### config.mk
export PLATFORM = sky130hd
export DESIGN_NAME = datapath_controller
export DESIGN_NICKNAME = d
export VERILOG_FILES = /design/src/rtl/datapath_ctrl_pkg.sv /design/src/rtl/datapath_controller_instr_decode.sv /design/src/rtl/datapath_controller.sv
export SDC_FILE = /design/constraint.sdc
export NUM_CORES = 1
export LEC_CHECK = 0
export CAP_MARGIN = 30
export CORE_MARGIN = 8
export CORE_UTILIZATION = 45
export DETAILED_ROUTE_END_ITERATION = 12
export PLACE_DENSITY = 0.86
export SETUP_SLACK_MARGIN = 0.5
export SLEW_MARGIN = 20
export SYNTH_ARGS = -nofsm -noshare
export SYNTH_HDL_FRONTEND = slang
export SYNTH_SLANG_ARGS = --single-unit
### constraint.sdc
create_clock -name clk -period 2.5 [get_ports clk]
set_clock_uncertainty 0.2 [all_clocks]
set_input_delay 0.75 -clock clk [delete_from_list [all_inputs] [get_ports clk]]
set_output_delay 0.75 -clock clk [all_outputs]
set_load 0.005 [all_outputs]
### src/rtl/datapath_ctrl_pkg.sv
// Shared encodings for datapath_controller: FSM states, instruction classes, ALU op codes,
// instruction field positions and the registered decode record.
package datapath_ctrl_pkg;

    typedef enum logic [2:0] {
        ST_FETCH  = 3'd0,
        ST_DECODE = 3'd1,
        ST_EXEC   = 3'd2,
        ST_MEM    = 3'd3,
        ST_WB     = 3'd4,
        ST_HALT   = 3'd5
    } state_t;

    localparam logic [2:0] CLS_ALU_RR = 3'b000;
    localparam logic [2:0] CLS_ALU_RI = 3'b001;
    localparam logic [2:0] CLS_LOAD   = 3'b010;
    localparam logic [2:0] CLS_STORE  = 3'b011;
    localparam logic [2:0] CLS_BRANCH = 3'b100;
    localparam logic [2:0] CLS_HALT   = 3'b111;

    localparam logic [2:0] ALU_ADD  = 3'b000;
    localparam logic [2:0] ALU_SUB  = 3'b100;
    localparam logic [2:0] ALU_MULT = 3'b001;
    localparam logic [2:0] ALU_DIV  = 3'b101;
    localparam logic [2:0] ALU_AND  = 3'b010;
    localparam logic [2:0] ALU_OR   = 3'b011;
    localparam logic [2:0] ALU_XOR  = 3'b110;
    localparam logic [2:0] ALU_COPY = 3'b111;

    localparam int FLD_CLS_LSB = 29;
    localparam int FLD_OP_LSB  = 26;
    localparam int FLD_Y1_LSB  = 22;
    localparam int FLD_A_LSB   = 18;
    localparam int FLD_C_LSB   = 14;
    localparam int FLD_IMM_LSB = 0;
    localparam int IMM_W       = 14;
    localparam int REG_W       = 4;

    localparam logic [1:0] WR_NONE = 2'b00;
    localparam logic [1:0] WR_Y1   = 2'b01;

    typedef struct packed {
        logic [2:0]       op;
        logic [REG_W-1:0] y1;
        logic [REG_W-1:0] a;
        logic [REG_W-1:0] c;
        logic [IMM_W-1:0] imm;
        logic             is_alu;
        logic             is_imm;
        logic             is_load;
        logic             is_store;
        logic             is_branch;
        logic             is_halt;
        logic             is_illegal;
    } dec_t;

    function automatic logic is_muldiv(input logic [2:0] op);
        return (op == ALU_MULT) || (op == ALU_DIV);
    endfunction

endpackage

### src/rtl/datapath_controller_instr_decode.sv
// instr_decode: splits an instruction word into fields and class flags, flags illegal classes.
// Latency: purely combinational.
// Backpressure: none; the caller decides when the result is captured.
module instr_decode
    import datapath_ctrl_pkg::*;
(
    input  logic [31:0] instr,
    output dec_t        dec,
    output logic        stall_op
);

    logic [2:0] cls;

    always_comb begin
        cls            = instr[FLD_CLS_LSB +: 3];
        dec            = '0;
        dec.op         = instr[FLD_OP_LSB +: 3];
        dec.y1         = instr[FLD_Y1_LSB +: REG_W];
        dec.a          = instr[FLD_A_LSB +: REG_W];
        dec.c          = instr[FLD_C_LSB +: REG_W];
        dec.imm        = instr[FLD_IMM_LSB +: IMM_W];
        dec.is_alu     = (cls == CLS_ALU_RR) || (cls == CLS_ALU_RI);
        dec.is_imm     = (cls == CLS_ALU_RI);
        dec.is_load    = (cls == CLS_LOAD);
        dec.is_store   = (cls == CLS_STORE);
        dec.is_branch  = (cls == CLS_BRANCH);
        dec.is_halt    = (cls == CLS_HALT);
        // Anything not matching a known class (101/110) is illegal.
        dec.is_illegal = !(dec.is_alu || dec.is_load || dec.is_store ||
                           dec.is_branch || dec.is_halt);
    end

    assign stall_op = dec.is_alu && is_muldiv(dec.op);

endmodule

### src/rtl/datapath_controller.sv
// datapath_controller: FETCH/DECODE/EXEC/MEM/WB sequencer driving datapath controls (optional DATAPATH_CTRL_MULDIV_STALL_EN).
// Latency: 4 cycles per ALU/BRANCH/illegal instr at zero-wait fetch, 5 + wait cycles for LOAD/STORE.
// Backpressure: holds FETCH until instr_ack and MEM until mem_ack; MULT/DIV may stretch EXEC.
module datapath_controller #(
    parameter int MULDIV_CYCLES = 4
) (
    input  logic        clk,
    input  logic        reset_n,
    output logic        instr_req,
    input  logic        instr_ack,
    input  logic [31:0] instr,
    output logic        mem_req,
    output logic        mem_we,
    input  logic        mem_ack,
    input  logic        condition,
    output logic        pc_inc,
    output logic        jump,
    output logic [2:0]  alu_op,
    output logic [2:0]  compare_op,
    output logic [3:0]  A,
    output logic [3:0]  C,
    output logic [3:0]  Y1,
    output logic [1:0]  write,
    output logic        const_c,
    output logic [31:0] constant,
    output logic        ld,
    output logic [3:0]  mem_loca_addr,
    output logic        halted,
    output logic        illegal
);
    import datapath_ctrl_pkg::*;

    localparam int CNT_W = $clog2(MULDIV_CYCLES + 1);
`ifdef DATAPATH_CTRL_MULDIV_STALL_EN
    localparam logic [CNT_W-1:0] MULDIV_EXTRA = CNT_W'(MULDIV_CYCLES - 1);
`else
    localparam logic [CNT_W-1:0] MULDIV_EXTRA = '0;
`endif

    state_t           state_q, state_d;
    logic [31:0]      ir_q;
    dec_t             dec, fld_q;
    logic             stall_op;
    logic             sel_vld_q;
    logic [CNT_W-1:0] cnt_q;

    logic             instr_req_d, mem_req_d, mem_we_d, ld_d;
    logic             pc_inc_d, jump_d, illegal_d, halted_d, wb_d, taken;
    logic [1:0]       write_d;
    logic [3:0]       mem_addr_d;

    instr_decode u_decode (
        .instr    (ir_q),
        .dec      (dec),
        .stall_op (stall_op)
    );

    always_comb begin
        state_d = state_q;
        case (state_q)
            ST_FETCH:  if (instr_ack) state_d = ST_DECODE;
            ST_DECODE: state_d = ST_EXEC;
            ST_EXEC: begin
                if (cnt_q == '0) begin
                    if (fld_q.is_halt)                        state_d = ST_HALT;
                    else if (fld_q.is_load || fld_q.is_store) state_d = ST_MEM;
                    else                                      state_d = ST_WB;
                end
            end
            ST_MEM:    if (mem_ack) state_d = ST_WB;
            ST_WB:     state_d = ST_FETCH;
            ST_HALT:   state_d = ST_HALT;
            default:   state_d = ST_FETCH;
        endcase

        // Strobes are registered from the next state so each lines up with its state cycle.
        instr_req_d = (state_d == ST_FETCH);
        mem_req_d   = (state_d == ST_MEM);
        mem_we_d    = mem_req_d && fld_q.is_store;
        mem_addr_d  = mem_req_d ? fld_q.a : '0;
        wb_d        = (state_d == ST_WB);
        taken       = fld_q.is_branch && condition;
        write_d     = (wb_d && (fld_q.is_alu || fld_q.is_load)) ? WR_Y1 : WR_NONE;
        ld_d        = wb_d && fld_q.is_load;
        jump_d      = wb_d && taken;
        pc_inc_d    = wb_d && !taken;
        illegal_d   = wb_d && fld_q.is_illegal;
        halted_d    = (state_d == ST_HALT);
    end

    always_ff @(posedge clk) begin
        if (!reset_n) begin
            state_q       <= ST_FETCH;
            ir_q          <= '0;
            fld_q         <= '0;
            sel_vld_q     <= 1'b0;
            cnt_q         <= '0;
            instr_req     <= 1'b0;
            mem_req       <= 1'b0;
            mem_we        <= 1'b0;
            mem_loca_addr <= '0;
            write         <= WR_NONE;
            ld            <= 1'b0;
            pc_inc        <= 1'b0;
            jump          <= 1'b0;
            illegal       <= 1'b0;
            halted        <= 1'b0;
        end else begin
            state_q <= state_d;
            if (state_q == ST_FETCH && instr_ack) ir_q <= instr;
            if (state_q == ST_DECODE) begin
                fld_q <= dec;
                cnt_q <= stall_op ? MULDIV_EXTRA : '0;
            end else if (state_q == ST_EXEC && cnt_q != '0) begin
                cnt_q <= cnt_q - CNT_W'(1);
            end
            sel_vld_q     <= (state_d == ST_EXEC) || (state_d == ST_MEM) || (state_d == ST_WB);
            instr_req     <= instr_req_d;
            mem_req       <= mem_req_d;
            mem_we        <= mem_we_d;
            mem_loca_addr <= mem_addr_d;
            write         <= write_d;
            ld            <= ld_d;
            pc_inc        <= pc_inc_d;
            jump          <= jump_d;
            illegal       <= illegal_d;
            halted        <= halted_d;
        end
    end

    // Selects come straight from the decode register while an instruction is in EXEC..WB.
    assign A          = sel_vld_q ? fld_q.a  : '0;
    assign C          = sel_vld_q ? fld_q.c  : '0;
    assign Y1         = sel_vld_q ? fld_q.y1 : '0;
    assign alu_op     = (sel_vld_q && fld_q.is_alu)    ? fld_q.op : '0;
    assign compare_op = (sel_vld_q && fld_q.is_branch) ? fld_q.op : '0;
    assign const_c    = sel_vld_q && fld_q.is_imm;
    assign constant   = sel_vld_q ? {{(32-IMM_W){1'b0}}, fld_q.imm} : '0;

endmodule

# ---- Word-level counts from Yosys, hierarchy flattened
# Index checks and enable logic that the tools add are counted.
dict set report word_totals {
  input_bits 37
  out_inout_bits 65
  reg_bits 89
  elab_cells 84
}
dict set report op_classes {
  n_reduce_logical 30
  muxes 13
  eq_ne 13
  add_sub_neg 1
  bitwise 1
}
# op count
set ops {}
lappend ops {{$mux 3} 7}
lappend ops {{$eq 3x2->1 const B} 6}
lappend ops {{$eq 3x3->1 const B} 5}
lappend ops {{$pmux 3 s5} 1}
lappend ops {{$mux 14} 1}
lappend ops {{$logic_and 1x1->1} 12}
lappend ops {{$logic_not 3->1} 4}
lappend ops {{$mux 4} 3}
lappend ops {{$logic_or 1x1->1} 9}
lappend ops {{$eq 3x1->1 const B} 2}
lappend ops {{$reduce_bool 3->1} 1}
lappend ops {{$sub 3x1->3 const B} 1}
lappend ops {{$logic_not 1->1} 2}
lappend ops {{$reduce_and 2->1} 1}
lappend ops {{$reduce_or 2->1} 1}
lappend ops {{$mux 1} 1}
lappend ops {{$not 1->1} 1}

# ---- Depth between registers and ports, before layout
# Gate-level depths: netlist of run 1.
dict set report logic_depth {
  word_depth 8
  depth_mapped 7
  mapped_depth_nobuf 6
}

# ---- Modules after synthesis
# Synthesis of run 1 repeated with hierarchy kept, for this count alone.
dict set report unflattened {
  hier_cells 474
  hier_area_um2 3803.6
}
# module area_per_inst_um2 cells_each n_inst seq_area_each_um2
set modules_own_cells {}
lappend modules_own_cells {datapath_controller 3519.6 436 1 1761.7}
lappend modules_own_cells {instr_decode 284.0 38 1 0.0}

# ---- Least setup slack after synthesis of run 1
# Ideal clock, no wire load.
dict set report synth_timing {
  path_kind {input to register}
  start {input port instr_ack}
  end {register mem_loca_addr[0]}
  setup_slack_ns 0.415
  setup_ns 0.059
  required_ns 2.241
  cell_stages 5
  n_path_buf 1
  arrival_ns 1.826
  path_cell_list {or4b_4 > buf_6 > o311a_4 > a211oi_4 > and2_1}
}
dict set report synth_via {
  elab_chain_cells 4
}
# element line
set synth_lines {}
lappend synth_lines {{start: declaration} datapath_controller.sv:10} ;# input logic instr_ack,
lappend synth_lines {{$mux 3} datapath_controller.sv:61} ;# ST_FETCH: if (instr_ack) state_d = ST_DECODE;
lappend synth_lines {{$pmux 3 s5} datapath_controller.sv:60} ;# case (state_q)
lappend synth_lines {{$eq 3x2->1} datapath_controller.sv:78} ;# mem_req_d = (state_d == ST_MEM);
lappend synth_lines {{$reduce_and 2->1 (no line)} -}
lappend synth_lines {{end signal: assignment} datapath_controller.sv:121} ;# mem_loca_addr <= mem_addr_d;
lappend synth_lines {{end: declaration} datapath_controller.sv:27} ;# output logic [3:0] mem_loca_addr,
# No other way between the ends.
# A chain may end at the register's enable or synchronous reset.

# ---- Worst setup path in the final report of run 1
dict set report layout_timing {
  start {register sel_vld_q}
  end {output port alu_op[2]}
}
dict set report layout_via {
  elab_chain_cells 2
}
# element line
set layout_lines {}
lappend layout_lines {{start: declaration} datapath_controller.sv:44} ;# logic sel_vld_q;
lappend layout_lines {{start signal: assignment} datapath_controller.sv:117} ;# sel_vld_q <= (state_d == ST_EXEC) || (state_d == ST_MEM) || (state_d == ST_WB);
lappend layout_lines {{$logic_and 1x1->1} datapath_controller.sv:135} ;# assign alu_op = (sel_vld_q && fld_q.is_alu) ? fld_q.op : '0;
lappend layout_lines {{$mux 3} datapath_controller.sv:135}
lappend layout_lines {{end: declaration} datapath_controller.sv:18} ;# output logic [2:0] alu_op,
# No other way between the ends.

==> key figures, run 1 <==
Drt
  • Post-detailed-route count of antenna-violating nets: 0
  • Total via count after detailed routing: 3041
  • # DRC: 0
  • Iter 0 DRT Violations: 130
  • Via count normalized by instance count: between 4 and 5
  • Pre-antenna DRT Iters: 4
  • Post-DR wirelength/cell: 14.6 um
  • Total wirelength of the detailed-routed design: between 9000 and 10000 um

Worst setup path
  • Crit path max-delay cell type: sky130_fd_sc_hd__dfxtp_4
  • Required time of the critical path: 1.55 ns
  • Startpoint type of the worst setup path: flip-flop
  • Slowest cell delay on critical path: 0.37 ns
  • Worst reg2reg path startpoint: state_q[1]
  • Reg-to-reg critical path endpoint: mem_loca_addr[2]
  • Endpoint kind of the worst setup timing path: output pin
  • Startpoint-to-endpoint class of the critical path: flip-flop to output pin
  • Cell chain of the critical path: buf_6, buf_12, and3_4, buf_6
  • Minimum setup slack among reg-to-reg paths: 0.59 ns
  • CP Data Arrival Time: between 1 and 1.5 ns
  • Cells on worst reg2reg path: 4
  • Crit path top cell by count: sky130_fd_sc_hd__buf_6
  • Maximum net fanout on the critical path: 5

Clock network
  • Maximum number of buffers from clock root to sink: 2
  • CTS sink count: 88
  • Clk Latency, worst-skew pair: 0.33 ns
  • Clock slew at the register clock pins of the worst setup and hold paths: around 0.080 ns
  • Maximum level of the CTS H-tree: 3
  • Cell at the root of the clock tree: sky130_fd_sc_hd__clkbuf_8
  • Clock tree from TritonCTS: done
  • Clock buffers created by TritonCTS: 9

Synth
  • Yosys warns: 0
  • Most area-hungry cell type in the Yosys netlist: sky130_fd_sc_hd__dfxtp_1
  • Post-synthesis instance area: approximately 0.0037 sq mm
  • Dominant cells by area after synthesis: sky130_fd_sc_hd__dfxtp_1, sky130_fd_sc_hd__nand2_1, sky130_fd_sc_hd__a21boi_0, sky130_fd_sc_hd__and2_1, sky130_fd_sc_hd__buf_4
  • Number of enable flip-flop cells after synthesis: 0
  • Post-synthesis instance total: approximately 440
  • Unique masters post-synth: 40
  • Sequential area share after synthesis: a little under half
  • Share of the synthesized area in the top cell type: 47.4%
  • Post-synth ARST share: 0%
  • Avg Cell Area, Syn: between 8 and 9 sq um
  • Synth Register Bits: between 80 and 90
  • Top_reg_cell synth: sky130_fd_sc_hd__dfxtp_1

Placement
  • Last weighted congestion value of the routability-driven placer: between 0.7 and 0.8
  • Buffers on Ports: between 80 and 90
  • Instance area at placement: about 0.0045 sq mm
  • DPL Wire Length: around 5800 um

Die
  • Number of I/O pins: ~100
  • Initial Util: a little under half
  • Std-Cell Rows: 33
  • Die span in x: between 100 and 150 um
  • Standard cell core area: between 0.008 and 0.009 sq mm
  • Y dimension of the die: around 110 um
  • DIE AREA: 0.0114 sq mm

Pwr
  • Part of the total power dissipated in combinational logic: between 10% and 20%
  • Sequential share of power: ~55%
  • Power density relative to cell area: ~540 mW/mm^2
  • Switching share of total power: 23.7%
  • Switching component of the power: between 0.0006 and 0.0007 W
  • Clock network fraction of design power: between 30% and 40%
  • Worst IR Drop VDD: approximately 0.34 mV
  • Leakage power: roughly 2.0 nW
  • Cell-internal power: between 0.002 and 0.0025 W

GRT
  • Number of global-route vias before repair: slightly above 3000
  • Largest net degree at the start of global routing: 47
  • Overall Global Routing Usage: 16.1%
  • Aggregate global routing overflow: 0
  • First-pass GRT wire length: around 15000 um
  • Initial antenna violation count: 0

Cells and area
  • Total number of nets in the final design: 555
  • Most used cells in the layout excluding fill and tap cells: sky130_fd_sc_hd__nand2_1, sky130_fd_sc_hd__dfxtp_1, sky130_fd_sc_hd__a21boi_0, sky130_fd_sc_hd__buf_6, sky130_fd_sc_hd__clkdlybuf4s50_1
  • Post-Route Utilization: slightly above 60%
  • Fraction of final layout cells sized beyond drive strength 1: about 21%
  • Antenna Diode Count: 0
  • Post-route cell area: 0.00504 sq mm
  • Most frequent standard cell in the layout excluding fill and tap cells: sky130_fd_sc_hd__nand2_1
  • Area growth from synthesis to final layout: 35.7%

STA
  • Count of endpoints failing setup in the final report: 0
  • Achievable Freq: approximately 460 MHz
  • Setup repair after global routing missed its margin: true
  • Share of the clock period used by the worst path after layout: between 80% and 90%
  • Period minus WS final: ~2.2 ns
  • Final Slew Violations: 0
  • Number of hold violations in the final report: 0

Hold path
  • Launch instance of the worst min-delay path: fld_q[0]
  • Worst hold path endpoint: illegal
  • Worst Hold Class: flip-flop to flip-flop
  • Hold Crit Depth: 2

Outcome
  • Outcome: finished clean

Job
  • MaxCap Viol Count: 0
-- how the worst max path moves through the flow --
stage | start | to | slack [ns] | cells after the start
floorplan | instr_ack | mem_loca_addr[0] | 0.41 | 5
global placement | instr_ack | mem_loca_addr[0] | -0.11 | 5
detailed placement | instr_ack | mem_loca_addr[2] | -0.13 | 5
CTS | sel_vld_q | alu_op[1] | 0.29 | 4
global route | sel_vld_q | alu_op[0] | 0.25 | 4
finish | sel_vld_q | alu_op[2] | 0.30 | 4
-- final cells by class --
class | instances | area [sq um]
fill | 695 | 3050
tap | 105 | 131
inverter | 4 | 15.0
sequential | 88 | 1770
multi-input combinational | 316 | 1870
clock inverter | 3 | 42.5
timing repair buffer | 97 | 1070
clock buffer | 12 | 145
-- cells by family (layout without fill, tap and decap cells) --
logic type               Yosys count  in the layout  share of synthesized area, %
AO/OA/AOI/OAI                     82             82                          17.2
XOR/XNOR                           3              3                         0.708
adder cells (fa/ha/maj)            2              2                         0.674
buffers and inverters             52            116                          7.78
flip-flops                        88             88                          47.4
other                              1             19                         0.101
AND/OR/NAND/NOR                  210            210                          26.1
-- power groups by stage --
stage                     clock, W  sequential (W)  combinational (W)
after floorplan                  0         0.00151           0.000174
after global placement           0         0.00152           0.000249
after detailed placement         0         0.00152           0.000254
after CTS                 0.000965         0.00149           0.000273
after global routing       0.00104         0.00150           0.000305
final                     0.000947         0.00149           0.000276
-- flip-flops by register name (all words and copies together), names as in the netlist --
register,flops
fld_q,36
ir_q,32
mem_loca_addr,4
cnt_q,3
state_q,3
halted,1
illegal,1
instr_req,1
jump,1
ld,1
mem_req,1
mem_we,1
pc_inc,1
sel_vld_q,1
write,1
-- synth_stat cells, types with 2 or more instances --
library cell               count
sky130_fd_sc_hd__nor3_1        2
sky130_fd_sc_hd__buf_6         2
sky130_fd_sc_hd__buf_1         2
sky130_fd_sc_hd__and2_1       33
sky130_fd_sc_hd__inv_1         4
sky130_fd_sc_hd__a21boi_0     64
sky130_fd_sc_hd__and3_1        8
sky130_fd_sc_hd__nor2b_1       4
sky130_fd_sc_hd__nand3_1       3
sky130_fd_sc_hd__nand3b_1      2
sky130_fd_sc_hd__buf_4        19
sky130_fd_sc_hd__dfxtp_1      88
sky130_fd_sc_hd__o21ai_0       2
sky130_fd_sc_hd__a21oi_1       2
sky130_fd_sc_hd__nor2_1       11
sky130_fd_sc_hd__ha_1          2
sky130_fd_sc_hd__a21boi_1      5
sky130_fd_sc_hd__buf_2         6
sky130_fd_sc_hd__nand2_1     136
sky130_fd_sc_hd__nand2b_1      4
sky130_fd_sc_hd__clkbuf_1     19
sky130_fd_sc_hd__xnor2_1       2
-- worst max-delay path: cells and delay by family, from the launching register on --
| family | cells | cell delay, ns |
|---|---|---|
| buffers and inverters | 3 | 0.38 |
| flip-flops | 1 | 0.37 |
| AND/OR/NAND/NOR | 1 | 0.17 |
-- through the flow --
step	setup TNS (ns)	hold slack (ns)	std cells	worst slack, ns	power (W)
floorplan	0	0.209	456	0.415	0.00168
global placement	-0.552	0.218	602	-0.111	0.00176
detailed placement	-0.666	0.232	602	-0.134	0.00177
CTS	0	0.245	625	0.289	0.00272
global route	0	0.268	625	0.250	0.00284
finish	0	0.240	625	0.304	0.00271
-- routing by layer --
layer	wire [um]	GRT usage, %
met2	4570	27.6
met4	157	5.83
met5	0	0
met3	392	3.54
met1	4020	19.2
-- what timing repair did --
| item | 4_1_cts | 5_1_grt |
|---|---|---|
| pin swaps | 25 | 5 |
| cloned | 4 | 0 |
| gates resized for setup | 219 | 14 |
| endpoints found under the setup margin | 100 | 49 |
| hold buffers | 0 | 0 |
| buffers inserted | 4 | 0 |
Power figures use the tool's default switching activity.
==> run 2: changes to the inputs <==
--- a/config.mk
+++ b/config.mk
@@ -9,7 +9,8 @@
 export CORE_MARGIN = 8
 export CORE_UTILIZATION = 45
 export DETAILED_ROUTE_END_ITERATION = 12
-export PLACE_DENSITY = 0.86
+export MAX_ROUTING_LAYER = met4
+export PLACE_DENSITY = 0.76
 export SETUP_SLACK_MARGIN = 0.5
 export SLEW_MARGIN = 20
 export SYNTH_ARGS = -nofsm -noshare
==> constraint.sdc (replaced) <==
create_clock -name clk -period 2.77 [get_ports clk]
set_clock_uncertainty 0.2 [all_clocks]
set_input_delay 0.831 -clock clk [delete_from_list [all_inputs] [get_ports clk]]
set_output_delay 0.831 -clock clk [all_outputs]
set_load 0.005 [all_outputs]
==> run 2 against run 1 <==
  * Worst hold slack got worse by 0.0093 ns
  * Via count decreased by 1.5%
  * First-iteration DRC count decreased by 45%
  * Global-route usage decreased by 0.17 points
  * Sequential share of layout area increased by 1.2 points
  * Final area decreased by 3.3%
  * Utilization decreased by 2.1 points
  * Critical path type unchanged
  * Largest cell class unchanged
==> key figures, run 2 (synthesized netlist as in run 1, its figures left out) <==
Outcome
  • Outcome: finished clean

GRT
  • Number of global-route vias before repair: about 2900
  • Overall Global Routing Usage: 15.9%
  • Largest net degree at the start of global routing: 43
  • Aggregate global routing overflow: 0
  • Initial antenna violation count: 0
  • First-pass GRT wire length: roughly 14000 um

Cells and area
  • Max reg flops: 36
  • Antenna Diode Count: 0
  • Register bank with the most flops: fld_q
  • Reg area: 0.00177 sq mm
  • Area growth from synthesis to final layout: 31.2%
  • Most frequent standard cell in the layout excluding fill and tap cells: sky130_fd_sc_hd__nand2_1
  • Registers with the highest flip-flop counts: fld_q x36, ir_q x32, mem_loca_addr x4
  • Area of the multi-input gates: 0.00179 sq mm
  • Fraction of final layout cells sized beyond drive strength 1: 17.1%
  • Most used cells in the layout excluding fill and tap cells: sky130_fd_sc_hd__nand2_1, sky130_fd_sc_hd__dfxtp_1, sky130_fd_sc_hd__a21boi_0, sky130_fd_sc_hd__clkdlybuf4s50_1, sky130_fd_sc_hd__conb_1
  • Number of inserted filler cells in the final layout: 748
  • Total number of nets in the final design: 554

Pwr
  • Switching share of total power: a little under a quarter
  • Worst IR Drop VDD: roughly 0.29 mV
  • Cell-internal power: 0.00193 W
  • Part of the total power dissipated in combinational logic: 9.5%
  • Sequential share of power: a little over half
  • Leakage power: 1.90 nW
  • Switching component of the power: 0.000595 W
  • Clock network fraction of design power: a little under two fifths
  • Power density relative to cell area: slightly above 500 mW/mm^2

Clock network
  • Maximum number of buffers from clock root to sink: 2
  • Post-CTS Hold Fix Bufs: 0
  • Clock buffers created by TritonCTS: 9
  • CTS sink count: 88
  • Maximum level of the CTS H-tree: 3
  • Clock tree from TritonCTS: done
  • Clk Latency, worst-skew pair: between 0.3 and 0.4 ns
  • Clock slew at the register clock pins of the worst setup and hold paths: about 0.080 ns
  • Cell at the root of the clock tree: sky130_fd_sc_hd__clkbuf_8

Worst setup path
  • Family with the most delay on the worst path: buffers and inverters
  • Endpoint kind of the worst setup timing path: output pin
  • Reg-to-reg critical path endpoint: fld_q[1]
  • Combined buffer and inverter count along the critical path: 3
  • Cells on worst reg2reg path: 5
  • Minimum setup slack among reg-to-reg paths: 0.77 ns
  • Maximum net fanout on the critical path: 8
  • Startpoint-to-endpoint class of the critical path: flip-flop to output pin
  • Crit path max-delay cell type: sky130_fd_sc_hd__dfxtp_4
  • Worst reg2reg path startpoint: state_q[0]
  • CP Data Arrival Time: roughly 1.3 ns
  • Cell chain of the critical path: buf_12, buf_16, and3_4, buf_6
  • Startpoint type of the worst setup path: flip-flop
  • Required time of the critical path: 1.74 ns
  • Slowest cell delay on critical path: around 0.38 ns

Placement
  • Buffers on Ports: between 80 and 90
  • Last weighted congestion value of the routability-driven placer: 0.798
  • Setup slack after placement: around 0.032 ns
  • DPL Wire Length: roughly 5700 um

Drt
  • Pre-antenna DRT Iters: 4
  • Iter 0 DRT Violations: 72
  • Total wirelength of the detailed-routed design: 8840 um
  • Total via count after detailed routing: around 3000
  • Via count normalized by instance count: roughly 4.8
  • Post-DR wirelength/cell: 14.2 um
  • # DRC: 0
  • Post-detailed-route count of antenna-violating nets: 0

Die
  • Std-Cell Rows: 33
  • Y dimension of the die: between 100 and 150 um
  • Die span in x: roughly 110 um
  • DIE AREA: 0.0114 sq mm
  • Initial Util: 45.9%
  • Number of I/O pins: 102
  • Standard cell core area: between 0.008 and 0.009 sq mm

STA
  • Achievable Freq: roughly 430 MHz
  • Period minus WS final: roughly 2.3 ns
  • Number of hold violations in the final report: 0
  • Sum Neg Setup Slack: 0 ns
  • Count of endpoints failing setup in the final report: 0
  • Transition at the pin with the smallest max-transition slack: approximately 0.65 ns
  • Headroom to the max-slew limit: a little under three fifths
  • Share of the clock period used by the worst path after layout: 83.4%
  • Final Slew Violations: 0
  • Setup repair after global routing missed its margin: true
  • Post-route setup slack: 0.460 ns

Hold path
  • Hold Crit Depth: 2
  • Launch instance of the worst min-delay path: fld_q[0]
  • Worst Hold Class: flip-flop to flip-flop
  • Worst hold path endpoint: illegal

Job
  • MaxCap Viol Count: 0
run 2: changes by cell type in the layout (fill, tap and decap cells not counted), moves of 2 or more:
cell / previous run / this run
sky130_fd_sc_hd__and3_1: 2 / 6
sky130_fd_sc_hd__buf_4: 5 / 8
sky130_fd_sc_hd__and3_4: 6 / 2
sky130_fd_sc_hd__and2_4: 27 / 15
sky130_fd_sc_hd__clkdlybuf4s50_1: 33 / 47
sky130_fd_sc_hd__clkbuf_1: 2 / 0
sky130_fd_sc_hd__dlygate4sd2_1: 14 / 1
sky130_fd_sc_hd__buf_2: 2 / 11
sky130_fd_sc_hd__clkdlybuf4s15_2: 0 / 2
sky130_fd_sc_hd__buf_6: 37 / 17
sky130_fd_sc_hd__and2_1: 6 / 18
sky130_fd_sc_hd__clkbuf_2: 0 / 5
run 2: per-stage QoR:
stage / std cells / instance area [sq um] / hold WS (ns) / total power (W) / utilization, %
after floorplan: 456 / 3780 / 0.209 / 0.00152 / -
after global placement: 604 / 4530 / 0.217 / 0.00159 / 56.0
after detailed placement: 604 / 4530 / 0.222 / 0.00160 / 56.0
after CTS: 623 / 4870 / 0.236 / 0.00254 / 60.2
after global routing: 624 / 4870 / 0.271 / 0.00262 / 60.2
final: 624 / 4870 / 0.231 / 0.00252 / 60.2
run 2: power by group through the flow:
stage | clock network (W) | logic, W | registers (W)
6_report | 0.000941 | 0.000240 | 0.00134
4_1_cts | 0.000958 | 0.000240 | 0.00134
2_1_floorplan | 0 | 0.000157 | 0.00136
5_1_grt | 0.00100 | 0.000267 | 0.00135
3_5_place_dp | 0 | 0.000227 | 0.00137
3_3_place_gp | 0 | 0.000223 | 0.00137
run 2: worst reg2reg max path, delay by kind of cell (launching register included):
kind | cells | cell delay, ns
and+or+nand+nor | 3 | 0.70
DFF | 1 | 0.47
buffers and inverters | 1 | 0.27
AOI/OAI and AO/OA | 1 | 0.25
run 2: how the worst max path moves through the flow:
stage | start | endpoint | cells past startpoint
detailed placement | instr_ack | mem_loca_addr[1] | 5
floorplan | instr_ack | mem_loca_addr[0] | 5
global placement | instr_ack | mem_loca_addr[2] | 5
finish | sel_vld_q | compare_op[2] | 4
CTS | sel_vld_q | compare_op[1] | 3
global route | sel_vld_q | compare_op[2] | 4
run 2: final cells by class:
| class | instances | area share [%] |
|---|---|---|
| Clock inverter | 6 | 1.75 |
| Clock buffer | 9 | 2.54 |
| Multi-Input combinational cell | 316 | 36.8 |
| Sequential cell | 88 | 36.3 |
| Inverter | 4 | 0.308 |
| Tap cell | 105 | 2.70 |
| Timing Repair Buffer | 96 | 19.6 |
run 2: repair_timing:
| item | CTS | global route |
|---|---|---|
| hold endpoints to repair | 0 | 0 |
| pin swaps | 17 | 1 |
| resized for setup | 152 | 18 |
| setup buffers | 1 | 1 |
| endpoints found under the setup margin | 39 | 31 |
| gates cloned | 3 | 0 |
run 2: layer usage:
metal,part of all wire (%),routed length [um],track usage [%],vias up
li1,-,-,-,1531
met1,45,3960,18.3,1380
met2,49,4330,26.4,73
met3,4.9,432,4.14,12
met4,1.3,116,5.13,0
met5,0,0,-,-
==> variant 1 (config.mk and constraints of run 1) <==
The 6 states of `state_t` get a one-hot encoding in 6 bits.
--- a/src/rtl/datapath_ctrl_pkg.sv
+++ b/src/rtl/datapath_ctrl_pkg.sv
@@ -3,11 +3,11 @@
 package datapath_ctrl_pkg;
 
-    typedef enum logic [2:0] {
-        ST_FETCH  = 3'd0,
-        ST_DECODE = 3'd1,
-        ST_EXEC   = 3'd2,
-        ST_MEM    = 3'd3,
-        ST_WB     = 3'd4,
-        ST_HALT   = 3'd5
+    typedef enum logic [5:0] {
+        ST_FETCH  = 6'b000001,
+        ST_DECODE = 6'b000010,
+        ST_EXEC   = 6'b000100,
+        ST_MEM    = 6'b001000,
+        ST_WB     = 6'b010000,
+        ST_HALT   = 6'b100000
     } state_t;
 
Check against the original RTL: no difference found for any inputs over 10 cycles, from zero or initial values and one cycle with reset_n low; not proved beyond that.
==> variant 1 against run 1 <==
Fmax is essentially flat. Worst setup slack lost 0.0022 ns. Wire length grew 8.9%. Largest cell class unchanged. Critical path depth is the same. Die area grew 1.9%. First-iteration DRC count shrank 6.9%. Total power grew 11%. Clock power grew 19%. Area after synthesis grew 2.3%. Sequential power grew 3%. Non-clock buffer count grew 5. Via count grew 4.8%. Sequential cell count grew 3. Cell area grew 2.2%.
==> variant 1: results <==
group,metric,value,unit
synth,async_reset_ff_share,0,%
synth,synth_common_cells,"nand2_1, dfxtp_1, a21boi_0, and2_1, buf_4",
grt,grt_pass1_wl,15200,um
detailed_routing,drc,0,
detailed_routing,num_vias,3187,
worst_setup_path,crit_arrival,1.25,ns
grt,grt_max_degree,52,
cts,cts_buffers,9,
grt,grt_usage,16.5,%
grt,overflow,0,
cells_and_area,fillers,708,
worst_setup_path,slowest_delay,0.36,ns
synth,synth-seq-area-share,48.0,%
detailed_routing,drt-total-wl,9950,um
place,io_buffers,82,
detailed_routing,drt_iter0_markers,121,
power_and_ir_drop,p_leak,2.06,nW
cells_and_area,drive_above_1_share,21.7,%
cells_and_area,nets,569,
worst_setup_path,cpMaxStageDelayCell,"dfxtp_4",
grt,grt_pass1_vias,3086,
cells_and_area,reg.largest.list,"fld_q x36, ir_q x32, state_q x6",
hold_path,hold_class,"reg2reg",
worst_setup_path,cp_max_fo,8,
power_and_ir_drop,ir_drop,267,uV
place,place_area,0.00465,mm^2
run_status,status,"finished clean",
grt,antenna_found_initial,0,
place,place_congestion,0.868,
place,place.detailed.hpwl,6150,um
cts,clock_latency,0.35,ns
cts,cts_buffer_depth,2,
synth,synth.area.top_cells,"dfxtp_1, a21boi_0, nand2_1",
synth,ys_types,43,
## variant 1: through the flow
step           setup WS [ns]  hold slack (ns)  utilization, %  instances
3_3_place_gp           0.254            0.244            56.6        613
3_5_place_dp           0.195            0.251            56.6        613
4_1_cts                0.286            0.264            60.7        636
2_1_floorplan          0.534            0.231               -        464
6_report               0.302            0.258            62.7        640
5_1_grt                0.262            0.283            62.7        640
## variant 1: path summary, 6_finish.rpt
path              slack (ns)  cells past startpoint       endpoint       start
hold / removal          0.26                      2       fld_q[9]    fld_q[9]
setup / recovery        0.30                      4  compare_op[1]   sel_vld_q
hold reg to reg         0.26                      2       fld_q[9]    fld_q[9]
setup reg to reg        0.46                      4           jump  state_q[3]
## variant 1: kinds of logic after synthesis
kind of cell / share of synthesized area, %
compound gates: 16.0
fa+ha+maj: 0.659
mux: 0.296
simple gates: 27.1
other cells: 0.0987
flops: 48.0
buf+inv: 7.18
xor+xnor: 0.692
## variant 1: final cells by class
type	instances	area share, %
Multi-Input combinational cell	322	37.7
Timing Repair Buffer	102	19.2
Inverter	4	0.292
Tap cell	105	2.55
Clock buffer	10	2.67
Sequential cell	91	35.8
Clock inverter	6	1.85
## variant 1: critical path, delay by kind of cell, from the launching register on
kind	cells	cell delay, ns
flops	1	0.36
simple gates	1	0.17
buf+inv	3	0.37
## variant 1: repair_timing
action,CTS,global route
resized for setup,196,28
pin swaps,10,5
endpoints found under the setup margin,58,67
gates cloned,2,1
setup buffers,5,3
## variant 1: report_power, final
group | internal [mW] | switching [mW]
sequential | 1.50 | 0.0387
clock | 0.602 | 0.532
combinational | 0.164 | 0.169
## variant 1: layer usage
layer / vias to the layer above / global-route usage [%] / wire (um)
met1: 1478 / 18.9 / 4140
met3: 17 / 4.67 / 637
met4: 0 / 7.73 / 206
li1: 1592 / - / -
met2: 100 / 27.6 / 4970
met5: - / 0 / 0
==> variant 2 (settings of run 1) <==
Without the edit above. Add a define of `DATAPATH_CTRL_MULDIV_STALL_EN`.
--- a/src/rtl/datapath_controller.sv
+++ b/src/rtl/datapath_controller.sv
@@ -2,4 +2,6 @@
 // Latency: 4 cycles per ALU/BRANCH/illegal instr at zero-wait fetch, 5 + wait cycles for LOAD/STORE.
 // Backpressure: holds FETCH until instr_ack and MEM until mem_ack; MULT/DIV may stretch EXEC.
+`define DATAPATH_CTRL_MULDIV_STALL_EN
+
 module datapath_controller #(
     parameter int MULDIV_CYCLES = 4
Behaviour: not the same (a bounded check fails within 4 cycles, from zero or initial values and one cycle with reset_n low).
==> variant 2 against run 1 <==
Wire length up 2.1%. Synthesized cell count up 1.1%. Area after synthesis down 3.2%. Highest routed layer unchanged. Sequential cell count unchanged. Clock power up 34%. Worst setup slack worse by 0.023 ns. Fmax down 1.0%. Cell area down 0.17%. Critical endpoint is now alu_op[1]. Largest cell class is now flip-flops and latches. Total power up 18%.
==> variant 2: results <==
group,metric,value,unit
run_status,status,"finished clean",
synth,avgSynthCellArea,8.12,um^2
place,dp.cells,610,
synth,synth-seq-area-share,49.0,%
worst_setup_path,critPathTopFamily,"flip-flops",
synth,synth.area.top_cells,"dfxtp_1, nand2_1, a21oi_1",
grt,grt_usage,16.6,%
worst_setup_path,crit_arrival,1.27,ns
place,pre_cts_slack,0.0196,ns
place,place_area,0.00445,mm^2
detailed_routing,met1Wirelength,3820,um
synth,synth_xor_area_share,0.731,%
worst_setup_path,slowest_delay,0.39,ns
cells_and_area,nets,567,
power_and_ir_drop,p_leak,2.02,nW
detailed_routing,drt-total-wl,9340,um
cells_and_area,drive_above_1_share,23.1,%
power_and_ir_drop,ir_drop,318,uV
grt,grt_pass1_vias,3160,
power_and_ir_drop,powerDensity,637,mW/mm^2
grt,use_met1,18.7,%
synth,ys_types,44,
synth,synth_compound_area_share,13.1,%
grt,grtUsageMet3,3.29,%
place,place_congestion,0.821,
detailed_routing,wl_met3,548,um
detailed_routing,met2_length,4790,um
synth,synth_common_cells,"nand2_1, dfxtp_1, a21oi_1, and2_1, buf_4",
synth,yosys.area_share.adder,0.696,%
variant 2: power by group:
part           switching (mW)  internal (mW)  leakage [nW]
Sequential             0.0508           1.46         0.717
Clock                   0.483          0.789         0.136
Combinational           0.224          0.195          1.17
variant 2: layout make-up:
type | count | area [um^2]
clock buffer | 10 | 138
clock inverter | 6 | 130
fill | 626 | 2700
inverter | 8 | 32.5
multi-input combinational | 317 | 1710
sequential | 88 | 1770
tap | 102 | 128
timing repair buffer | 104 | 1120
variant 2: what timing repair did:
action | in CTS | in global routing
buffers inserted | 5 | 1
gates cloned | 3 | 0
endpoints found under the setup margin | 67 | 82
pin swaps | 28 | 3
resized for setup | 225 | 8
variant 2: final timing paths:
check,cells past startpoint,to,slack (ns),from
worst min register to register,2,illegal,0.25,fld_q[0]
worst max-delay path,4,alu_op[1],0.28,sel_vld_q
worst min-delay path,2,illegal,0.25,fld_q[0]
worst max register to register,4,ld,0.63,state_q[1]
